--- src/rtl/pll_lock_seq_pkg.sv ---
// Shared types and helpers for the PLL lock sequencer.
// State encoding is visible on the state output port.
package pll_lock_seq_pkg;

  typedef enum logic [2:0] {
    ST_HOLD      = 3'd0,
    ST_WAIT_LOCK = 3'd1,
    ST_STABLE    = 3'd2,
    ST_RUN       = 3'd3,
    ST_FAIL      = 3'd4
  } state_e;

  localparam int LOSS_W = 8;

  function automatic int clog2_min1(input int v);
    int r;
    r = $clog2(v);
    return (r < 1) ? 1 : r;
  endfunction

  function automatic int max3(
    input int a,
    input int b,
    input int c
  );
    int m;
    m = (a > b) ? a : b;
    return (m > c) ? m : c;
  endfunction

endpackage

--- src/rtl/pll_lock_seq_sync_ff.sv ---
// Multi-flop synchronizer for an asynchronous level input.
// All stages clear on reset so the output starts low.
module sync_ff #(
  parameter int STAGES = 2
) (
  input  logic clk,
  input  logic rst_n,
  input  logic d,
  output logic q
);

  logic [STAGES-1:0] r_q;

  always_ff @(posedge clk or negedge rst_n) begin
    if (!rst_n) begin
      r_q <= '0;
    end else begin
      r_q <= {r_q[STAGES-2:0], d};
    end
  end

  assign q = r_q[STAGES-1];

endmodule

--- src/rtl/pll_lock_seq.sv ---
// Power-up and lock supervision sequencer for an iCE40 PLL.
// Holds RESETB, qualifies LOCK, retries and reports lock loss.
module pll_lock_seq
  import pll_lock_seq_pkg::*;
#(
  parameter int HOLD_CYCLES   = 16,
  parameter int LOCK_TIMEOUT  = 12000,
  parameter int STABLE_CYCLES = 1200,
  parameter int MAX_RETRY     = 3,
  parameter int SYNC_STAGES   = 2
) (
  input  logic                                clk,
  input  logic                                rst_n,
  input  logic                                pll_lock,
  input  logic                                restart,
  output logic                                pll_resetb,
  output logic                                ready,
  output logic                                fail,
  output logic [2:0]                          state,
  output logic [clog2_min1(MAX_RETRY+1)-1:0]  retry_cnt,
  output logic [LOSS_W-1:0]                   loss_cnt
);

  localparam int RTY_W = clog2_min1(MAX_RETRY + 1);
  localparam int CYC_W = clog2_min1(
    max3(HOLD_CYCLES, LOCK_TIMEOUT, STABLE_CYCLES));

  localparam logic [CYC_W-1:0] HOLD_END =
    CYC_W'(HOLD_CYCLES - 1);
  localparam logic [CYC_W-1:0] TMO_END =
    CYC_W'(LOCK_TIMEOUT - 1);
  localparam logic [CYC_W-1:0] STB_END =
    CYC_W'(STABLE_CYCLES - 1);
  localparam logic [RTY_W-1:0] RTY_MAX =
    RTY_W'(MAX_RETRY);

  logic              w_lock_s;
  state_e            w_nxt;
  logic              w_enter;
  logic              w_rty_inc;
  logic              w_loss_inc;

  state_e            r_state;
  logic [CYC_W-1:0]  r_cyc;
  logic [RTY_W-1:0]  r_retry;
  logic [LOSS_W-1:0] r_loss;
  logic              r_resetb;
  logic              r_ready;
  logic              r_fail;

  sync_ff #(
    .STAGES (SYNC_STAGES)
  ) u_sync (
    .clk   (clk),
    .rst_n (rst_n),
    .d     (pll_lock),
    .q     (w_lock_s)
  );

  // Restart overrides; a lock fall beats STABLE completion,
  // and lock arrival beats the WAIT_LOCK timeout.
  always_comb begin
    w_nxt      = r_state;
    w_rty_inc  = 1'b0;
    w_loss_inc = 1'b0;
    if (restart) begin
      w_nxt = ST_HOLD;
    end else begin
      unique case (r_state)
        ST_HOLD: begin
          if (r_cyc == HOLD_END) w_nxt = ST_WAIT_LOCK;
        end
        ST_WAIT_LOCK: begin
          if (w_lock_s) begin
            w_nxt = ST_STABLE;
          end else if (r_cyc == TMO_END) begin
            if (r_retry == RTY_MAX) begin
              w_nxt = ST_FAIL;
            end else begin
              w_nxt     = ST_HOLD;
              w_rty_inc = 1'b1;
            end
          end
        end
        ST_STABLE: begin
          if (!w_lock_s) begin
            w_nxt = ST_WAIT_LOCK;
          end else if (r_cyc == STB_END) begin
            w_nxt = ST_RUN;
          end
        end
        ST_RUN: begin
          if (!w_lock_s) begin
            w_nxt      = ST_HOLD;
            w_loss_inc = 1'b1;
          end
        end
        ST_FAIL: begin
          w_nxt = ST_FAIL;
        end
        default: begin
          w_nxt = ST_HOLD;
        end
      endcase
    end
    w_enter = restart || (w_nxt != r_state);
  end

  always_ff @(posedge clk or negedge rst_n) begin
    if (!rst_n) begin
      r_state  <= ST_HOLD;
      r_cyc    <= '0;
      r_retry  <= '0;
      r_loss   <= '0;
      r_resetb <= 1'b0;
      r_ready  <= 1'b0;
      r_fail   <= 1'b0;
    end else begin
      r_state <= w_nxt;
      if (w_enter) begin
        r_cyc <= '0;
      end else if (r_cyc != '1) begin
        r_cyc <= r_cyc + 1'b1;
      end
      if (restart) begin
        r_retry <= '0;
      end else if (w_nxt == ST_RUN && r_state != ST_RUN) begin
        r_retry <= '0;
      end else if (w_rty_inc) begin
        r_retry <= r_retry + 1'b1;
      end
      if (w_loss_inc && r_loss != '1) begin
        r_loss <= r_loss + 1'b1;
      end
      r_resetb <= (w_nxt != ST_HOLD) && (w_nxt != ST_FAIL);
      r_ready  <= (w_nxt == ST_RUN);
      r_fail   <= (w_nxt == ST_FAIL);
    end
  end

  assign pll_resetb = r_resetb;
  assign ready      = r_ready;
  assign fail       = r_fail;
  assign state      = r_state;
  assign retry_cnt  = r_retry;
  assign loss_cnt   = r_loss;

endmodule

--- config.mk ---
export PLATFORM = sky130hd
export DESIGN_NAME = pll_lock_seq
export DESIGN_NICKNAME = d
export VERILOG_FILES = /design/src/rtl/pll_lock_seq_pkg.sv /design/src/rtl/pll_lock_seq_sync_ff.sv /design/src/rtl/pll_lock_seq.sv
export SDC_FILE = /design/constraint.sdc
export NUM_CORES = 1
export LEC_CHECK = 0
export BUFFER_PORTS_ARGS = -buffer_cell sky130_fd_sc_hd__buf_2
export CELL_PAD_IN_SITES_DETAIL_PLACEMENT = 1
export CELL_PAD_IN_SITES_GLOBAL_PLACEMENT = 2
export CORE_ASPECT_RATIO = 0.6
export CORE_UTILIZATION = 39
export CTS_CLUSTER_SIZE = 40
export DETAILED_ROUTE_END_ITERATION = 10
export GPL_TIMING_DRIVEN = 0
export PLACE_DENSITY = 0.89
export SLEW_MARGIN = 20
export SYNTH_ARGS = -nofsm -noshare
export SYNTH_HDL_FRONTEND = slang
export SYNTH_SLANG_ARGS = --single-unit
export TNS_END_PERCENT = 5
--- constraint.sdc ---
create_clock -name clk -period 3.65 [get_ports clk]
set_clock_uncertainty 0.05 [all_clocks]
set_input_delay 0.1825 -clock clk [delete_from_list [all_inputs] [get_ports clk]]
set_output_delay 0.1825 -clock clk [all_outputs]
set_load 0.02 [all_outputs]
==> metrics.yaml <==
routedWlPerCell_um: 15.6
tightest_slew_ns: 0.716
die_h_um: 52.4
yosysMostFrequentCell: "dfrtp_1"
leakagePower_nw: 0.823
synth_top_area_share_pct: 48.4
cts_tree: "yes"
cts.sinks: 32
arrival_ns: 2.30
netlist_top_cells_count: "32 x dfrtp_1, 22 x nor2_1, 13 x nand2_1, 13 x xnor2_1, 9 x nand3_1"
max_slew_margin_pct: 52.1
required_ns: 3.78
synth_area_per_cell_sq_um: 9.84
synthTopCellsByArea: "dfrtp_1 48%, xnor2_1 6.9%, nor2_1 5.0%"
met1_usage_pct: 29.2
gp_congestion: 0.797
worstPathMaxFanout: 10
final_util_pct: 50.0
ys_seq_elements: 32
dieArea_sq_um: 4510
path_clk_slew_ns: 0.07
hold_end: "state[2]"
cts_setup_buffers: 0
routed_wirelength_um: 3940
grt_pass1_wl_um: 6840
crit_path_end_kind: "register"
p_int_mw: 0.523
initial_core_util_pct: 42.9
fp-row-count: 17
dp_hpwl_um: 2970
diodes: 0
rsz0062_at_grt: "no"
power_frac_comb_pct: 4.1
synth-main-ff-cell: "dfrtp_1"
worstHoldPathCells: 2
netSwitchingFraction_pct: 23.3
slowest_delay_ns: 0.58
use_met2_pct: 30.4
placed_cell_area_sq_um: 1810
min_period_ns: 2.17
htreeDepth: 2
insertion_delay_ns: 0.29
ys_seq_area_share_pct: 48.4
grt_pass1_vias: 1368
grt.overflow.total: 0
instances_no_fill: 253
area_growth_pct: 16.4
finalHoldViolCount: 0
cts-root-buf: "clkbuf_8"
cts_buffers: 5
outcome: "finished, final reports clean"
pwr-share-seq_pct: 53.6
syn-cell-area_sq_um: 1650
hold_start: "restart"
period_share_pct: 59.5
r2r-start: "r_cyc[0]"
start_kind: "register"
grt-busiest-layer: "met2"
drt_drc_violations_left: 0
grt_max_degree: 33
ant_nets: 0
slowest_stage: "or4_4"
max-vdd-ir-drop_v: 0.000218
power.density_nw_per_um2: 355
clk_path_buf_depth: 2
reg2reg_slack_ns: 1.48
ys_types: 42
synth_edf_count: 0
num_io_pins: 20
drt_pass1_iterations: 4
async_flop_share_pct: 100
setup_viol: 0
switchingPower_mw: 0.159
final_area_sq_um: 1920
drt_iter0_drc: 109
yosys.area.top_type: "dfrtp_1"
final_nets: 202
synth_nets: 175
path_cells: "ha_1 -> nand4b_1 -> or4_4 -> o21ai_2 -> a21o_1 -> buf_4 -> nor2_1"
hold_class: "in -> reg"
path_class: "reg -> reg"
drive_gt1_share_pct: 18.9
syn_inst: 168
yosysWarningCount: 0
fmax_ghz: 0.460
via_per_inst: 5.21
portBuffers: 18
r2r-end: "r_cyc[6]"
r2r_cells: 7
antenna_found_initial: 0
setup_tns_ns: 0
num_vias: 1317
maxCapViolations: 0
dp.cells: 243
clkPwrFrac_pct: 42.3
die_w_um: 86.0
use_met3_pct: 7.09
track_usage_pct: 20.8
core_area_sq_um: 3850
slew_violations: 0
==> critical path: cells and delay by family, from the launching register on <==
kind / cells / cell delay, ns
AO/OA/AOI/OAI: 2 / 0.39
adder cells (fa/ha/maj): 1 / 0.23
buffers and inverters: 1 / 0.20
flip-flops: 1 / 0.40
AND/OR/NAND/NOR: 3 / 0.78
==> cell usage in the layout, fill, tap and decap left out, types with 4 or more instances in the layout <==
| cell | count |
|---|---|
| nor2_1 | 22 |
| nand3_1 | 9 |
| xnor2_1 | 13 |
| xor2_1 | 4 |
| clkbuf_8 | 6 |
| nand4_1 | 6 |
| a211oi_1 | 5 |
| nor3_1 | 6 |
| nand2_1 | 13 |
| clkbuf_1 | 4 |
| dfrtp_1 | 32 |
| or2_2 | 5 |
| a21oi_1 | 6 |
| buf_2 | 18 |
==> metal layers <==
layer	wire (um)	share of wire, %
met1	2160	55
met2	1600	40
met3	154	3.9
met4	34	0.86
met5	0	0
==> kinds of logic (layout without fill, tap and decap cells) <==
kind of cell               Yosys count  after routing  synth area share [%]
AOI/OAI and AO/OA                   22             22                  9.24
xor gates and xnor gates            17             17                  9.01
adders and majority gates            3              3                  2.27
buffers and inverters                7             35                  1.89
DFF                                 32             32                  48.4
muxes                                2              2                  1.29
and+or+nand+nor                     85             85                  27.9
==> layout make-up <==
class	count	area, sq um
fillers	446	1930
multi-input cells	129	821
repair buffers	20	110
flip-flops and latches	32	801
clock buffers	8	90.1
inverters	3	11.3
well taps	57	71.3
plain buffers	4	20.0
==> how the worst max path moves through the flow <==
stage | end | depth (start not counted) | from | slack, ns
final | r_cyc[6] | 7 | r_cyc[0] | 1.48
after global routing | r_cyc[6] | 7 | state[1] | 1.29
after CTS | r_cyc[9] | 7 | r_cyc[0] | 1.47
after detailed placement | r_cyc[9] | 7 | r_cyc[0] | 1.48
after global placement | r_cyc[9] | 7 | r_cyc[0] | 1.50
after floorplan | r_cyc[9] | 7 | r_cyc[0] | 1.74
==> per-stage QoR <==
step	hold slack [ns]	power (mW)	setup WS, ns
finish	0.198	0.682	1.48
detailed placement	0.231	0.399	1.48
CTS	0.197	0.688	1.47
floorplan	-0.163	0.385	1.74
global placement	0.209	0.397	1.50
global route	0.203	0.710	1.29
==> power groups by stage <==
stage                     registers, mW  clock network, mW  logic, mW
after detailed placement          0.372                  0     0.0272
after CTS                         0.365              0.293     0.0289
after global routing              0.366              0.312     0.0321
final                             0.365              0.289     0.0281
after global placement            0.372                  0     0.0258
after floorplan                   0.372                  0     0.0129
==> registers in the layout, summed over array words and instances, names as in the netlist <==
name	flops
loss_cnt	8
state	3
u_sync.r_q	2
fail	1
r_cyc	14
retry_cnt	2
ready	1
pll_resetb	1
==> what timing repair did <==
| item | CTS | global route |
|---|---|---|
| resized for setup | 0 | 0 |
| endpoints found under the hold margin | 33 | 0 |
| hold buffers | 2 | 0 |
(Power assumes the default switching activity.)
